File: src/rtl/hazard_ctrl.sv
// hazard_ctrl: pipeline stall/flush sequencer for load-use, branch, mem wait and mul/div.
// Define HAZARD_PERF_EN to add the stall_cnt/flush_cnt performance counters.
module hazard_ctrl #(
  parameter int MD_CYCLES = 32
`ifdef HAZARD_PERF_EN
  ,parameter int CNT_W = 32
`endif
) (
  input  logic       clk,
  input  logic       r,
  input  logic [4:0] id_rs,
  input  logic [4:0] id_rt,
  input  logic       id_use_rs,
  input  logic       id_use_rt,
  input  logic       ex_mem_read,
  input  logic [4:0] ex_rd,
  input  logic       ex_branch_taken,
  input  logic       ex_md_start,
  input  logic       mem_req,
  input  logic       mem_ready,
  output logic       pc_en,
  output logic       if_id_en,
  output logic       if_id_r,
  output logic       id_ex_en,
  output logic       id_ex_r,
  output logic       ex_mem_en,
  output logic       ex_mem_r,
  output logic       mem_wb_en,
  output logic       mem_wb_r,
  output logic       md_go,
  output logic       md_busy
`ifdef HAZARD_PERF_EN
  ,output logic [CNT_W-1:0] stall_cnt,
  output logic [CNT_W-1:0] flush_cnt
`endif
);
  typedef enum logic {RUN, MD_WAIT} state_t;
  state_t state;
  logic [7:0] md_cnt;
  logic run, mem_wait, load_use, md_stall;
  assign run      = state == RUN;
  assign mem_wait = mem_req & ~mem_ready;
  assign load_use = ex_mem_read & (ex_rd != 5'd0) &
                    ((id_use_rs & (id_rs == ex_rd)) | (id_use_rt & (id_rt == ex_rd)));
  assign md_stall = (state == MD_WAIT) && (md_cnt != 8'd0);
  assign md_busy  = ~r & (state == MD_WAIT);
  always_comb begin
    pc_en = 1'b1;
    if_id_en = 1'b1;
    if_id_r = 1'b0;
    id_ex_en = 1'b1;
    id_ex_r = 1'b0;
    ex_mem_en = 1'b1;
    ex_mem_r = 1'b0;
    mem_wb_en = 1'b1;
    mem_wb_r = 1'b0;
    md_go = 1'b0;
    if (r) begin
      {pc_en, if_id_en, id_ex_en, ex_mem_en, mem_wb_en} = '0;
      {if_id_r, id_ex_r, ex_mem_r, mem_wb_r} = '1;
    end else if (run && mem_wait) begin
      {pc_en, if_id_en, id_ex_en, ex_mem_en} = '0;
      mem_wb_r = 1'b1;
    end else if (md_stall || (run && ex_md_start)) begin
      {pc_en, if_id_en, id_ex_en} = '0;
      ex_mem_r = 1'b1;
      md_go = run;
    end else if (run && ex_branch_taken) begin
      if_id_r = 1'b1;
      id_ex_r = 1'b1;
    end else if (run && load_use) begin
      pc_en = 1'b0;
      if_id_en = 1'b0;
      id_ex_r = 1'b1;
    end
  end
  // md_cnt counts the stall cycles still owed after the accepting cycle
  always_ff @(posedge clk or posedge r) begin
    if (r) begin
      state <= RUN;
      md_cnt <= '0;
    end else if (run) begin
      if (!mem_wait && ex_md_start) begin
        state <= MD_WAIT;
        md_cnt <= 8'(MD_CYCLES - 1);
      end
    end else if (md_cnt != 8'd0) begin
      md_cnt <= md_cnt - 8'd1;
    end else begin
      state <= RUN;
    end
  end
`ifdef HAZARD_PERF_EN
  always_ff @(posedge clk or posedge r) begin
    if (r) begin
      stall_cnt <= '0;
      flush_cnt <= '0;
    end else begin
      stall_cnt <= stall_cnt + CNT_W'(~pc_en);
      flush_cnt <= flush_cnt + CNT_W'(if_id_r);
    end
  end
`endif
endmodule

File: config.mk
export PLATFORM = sky130hd
export DESIGN_NAME = hazard_ctrl
export DESIGN_NICKNAME = d
export VERILOG_FILES = /design/src/rtl/hazard_ctrl.sv
export SDC_FILE = /design/constraint.sdc
export NUM_CORES = 1
export LEC_CHECK = 0
export ABC_CLOCK_PERIOD_IN_PS = 3380
export CORE_MARGIN = 2
export CORE_UTILIZATION = 44
export CTS_BUF_LIST = sky130_fd_sc_hd__clkbuf_8
export DETAILED_ROUTE_END_ITERATION = 10
export PLACE_DENSITY = 0.87
export REMOVE_ABC_BUFFERS = 1
export SYNTH_ARGS = -nofsm -noshare
export SYNTH_HDL_FRONTEND = slang
export SYNTH_SLANG_ARGS = --single-unit
File: constraint.sdc
create_clock -name clk -period 3.38 [get_ports clk]
set_input_delay 0.507 -clock clk [delete_from_list [all_inputs] [get_ports clk]]
set_output_delay 0.507 -clock clk [all_outputs]
set_load 0.01 [all_outputs]
==> metrics <==
outcome=complete, no violations; Clock Tree Buf Depth=2; Starting Density=0.468; clock slew at reported path FFs=40 ps; Yosys top cell by area=dfrtp_1; Fmax=309 MHz; R2R Setup Slk=1300 ps; largest net degree at the start of global routing=14; Synth Area in Simple Gates=0.282; top post-synthesis cells by area=dfrtp_1 (32%), xor2_1 (12%), nor2_1 (5.3%); number of global-route vias before repair=716; wirelength, routed=2090 um; initial antenna violation count=0; number of core rows=14; Synth Area in XOR/XNOR=0.149; Synthesis Warnings=0; post-synthesis cell type count=36; Mean Syn Cell Area=8.92 um2; Synth Area in Adders=0.0178; Slew headroom=0.746; Num CTS Buffers=3; Worst EP required=2870 ps; Fill cells=118; dpl hpwl=1700 um; Lkg Pwr=0.000466 uW; Crit Path Category=register to primary output; grt ovf=0; first-pass GRT wire length=3320 um; final setup violation count=0; RSZ-0062 raised after global routing=false; clk_lat worst skew=220 ps; gr usage total=0.228; post-synthesis register bit count=9; critical path data arrival time=2730 ps; P&R area growth vs syn=59.1%; Async SR Flop Fraction=1.00; CP Capture Type=primary output; Max VDD drop=0.000477 V; PortBufs=34; num ports=35; routed len/inst=15.6 um; n_diodes=0; fin util=0.744; Period minus WS final=3230 ps; Root Buffer=clkbuf_8; hold_buf cts=0; TritonCTS clock tree=done; MaxCap Viol Count=0; final hold vios=0; Worst Skew=2.15 ps; NumNets Final=144; via count=750; Least-Margin Pin Slew=376 ps; commonest register cell after synthesis=dfrtp_1; CTS resizes=0; share of layout cells above drive strength 1=0.0932; die area=1940 um2; die height=44.0 um; synthesized cell area=704 um2; compound-gate portion of the synthesized area=0.160; sequential element share of the synthesized area=0.320; Slew Limit Fails=0; Post-synth EDFFs=0; postcts setup bufs=0; Die Width=44.0 um; CTS Sinks=9; Post-Syn Instances=79; post-synth top area share=0.320; Via-to-Cell Ratio=5.60; mux cell area share after synthesis=0.0284; H-tree depth=1; DRT antenna net count=0; Final Cycle Share=0.957; Max FO, Critical Path=9; worst hold path class=register to register; core box area=1510 um2; DRC violations left=0; setup_tns=0 ps; Iteration-0 DRC Markers=5; power density over the cells=543 nW/um2; routability cong.=0.750; Pre-Repair DR Iteration Count=4; largest family of logic cells by synthesized area=simple AND/OR/NAND/NOR gates; Startpoint Class=register
[per-stage QoR]
step                area, um2  hold WS [ps]  worst slack, ps  power (uW)  std cells
global route             1120           561             39.1         658        134
finish                   1120           526              147         608        134
floorplan                 693           382              950         371         77
global placement         1080           508              401         477        130
CTS                      1120           520              138         613        134
detailed placement       1080           513              312         491        130
[logic make-up (layout without fill, tap and decap cells)]
logic type / Yosys count / count (layout)
AOI/OAI and AO/OA: 14 / 14
xor gates and xnor gates: 12 / 12
adders and majority gates: 1 / 1
buffers and inverters: 7 / 46
DFF: 9 / 9
muxes: 2 / 2
and+or+nand+nor: 34 / 34
[placed cells by master, fill, tap and decap left out, drive strengths merged, types with 3 or more instances in the layout]
| cell | count |
|---|---|
| dfrtp | 9 |
| buf | 3 |
| inv | 6 |
| clkdlybuf4s50 | 34 |
| o21ai | 3 |
| xor2 | 10 |
| clkbuf | 3 |
| nor2 | 10 |
| nor2b | 3 |
| nor3 | 4 |
[Yosys cell counts (all sizes together) (2+ instances only)]
cell   count
xnor2      2
inv        5
dfrtp      9
o41a       2
nor2      10
mux2i      2
o21ai      3
a31oi      2
a21oi      2
nor3       4
or4        2
or4b       2
nor2b      3
xor2      10
nor4       2
[layer usage]
| metal | up-vias | share of wire | track usage |
|---|---|---|---|
| li1 | 370 | - | - |
| met1 | 355 | 0.42 | 0.293 |
| met2 | 25 | 0.51 | 0.421 |
| met3 | 0 | 0.070 | 0.0327 |
| met4 | 0 | 0 | 0.0182 |
| met5 | - | 0 | 0 |
[critical path, stage by stage (launching register included)]
cell	delay, ps
dfrtp_1	410
inv_1	80
ha_1	230
or4b_4	520
o41a_4	420
or3_1	370
clkdlybuf4s50_1	480
[power by group]
group	switching (uW)	internal [uW]	total, uW
combinational	127	148	275
sequential	59.3	157	216
clock	38.8	78.8	118
total	225	383	608
[cell type report]
type,instances,area (um2),share of cell area
multi-input cells,63,449,0.401
repair buffers,37,363,0.324
flip-flops and latches,9,225,0.201
clock buffers,3,41.3,0.0368
well taps,16,20.0,0.0179
inverters,5,18.8,0.0167
clock inverters,1,3.75,0.00335
[state kept, by name, indices dropped and copies added (netlist names)]
signal,cells
md_cnt,8
state,1
[path summary, 6_finish.rpt]
path | depth (start not counted) | to | startpoint
hold reg to reg | 1 | md_cnt[0]$_DFFE_PP0P_ | md_cnt[0]$_DFFE_PP0P_
setup reg to reg | 6 | md_cnt[3]$_DFFE_PP0P_ | md_cnt[0]$_DFFE_PP0P_
max in group asynchronous | 3 | state$_DFF_PP0_ | r
hold / removal | 1 | md_cnt[0]$_DFFE_PP0P_ | md_cnt[0]$_DFFE_PP0P_
setup / recovery | 6 | ex_mem_r | md_cnt[0]$_DFFE_PP0P_
min in group asynchronous | 3 | md_cnt[6]$_DFFE_PP0P_ | r
Power figures use the tool's default switching activity.
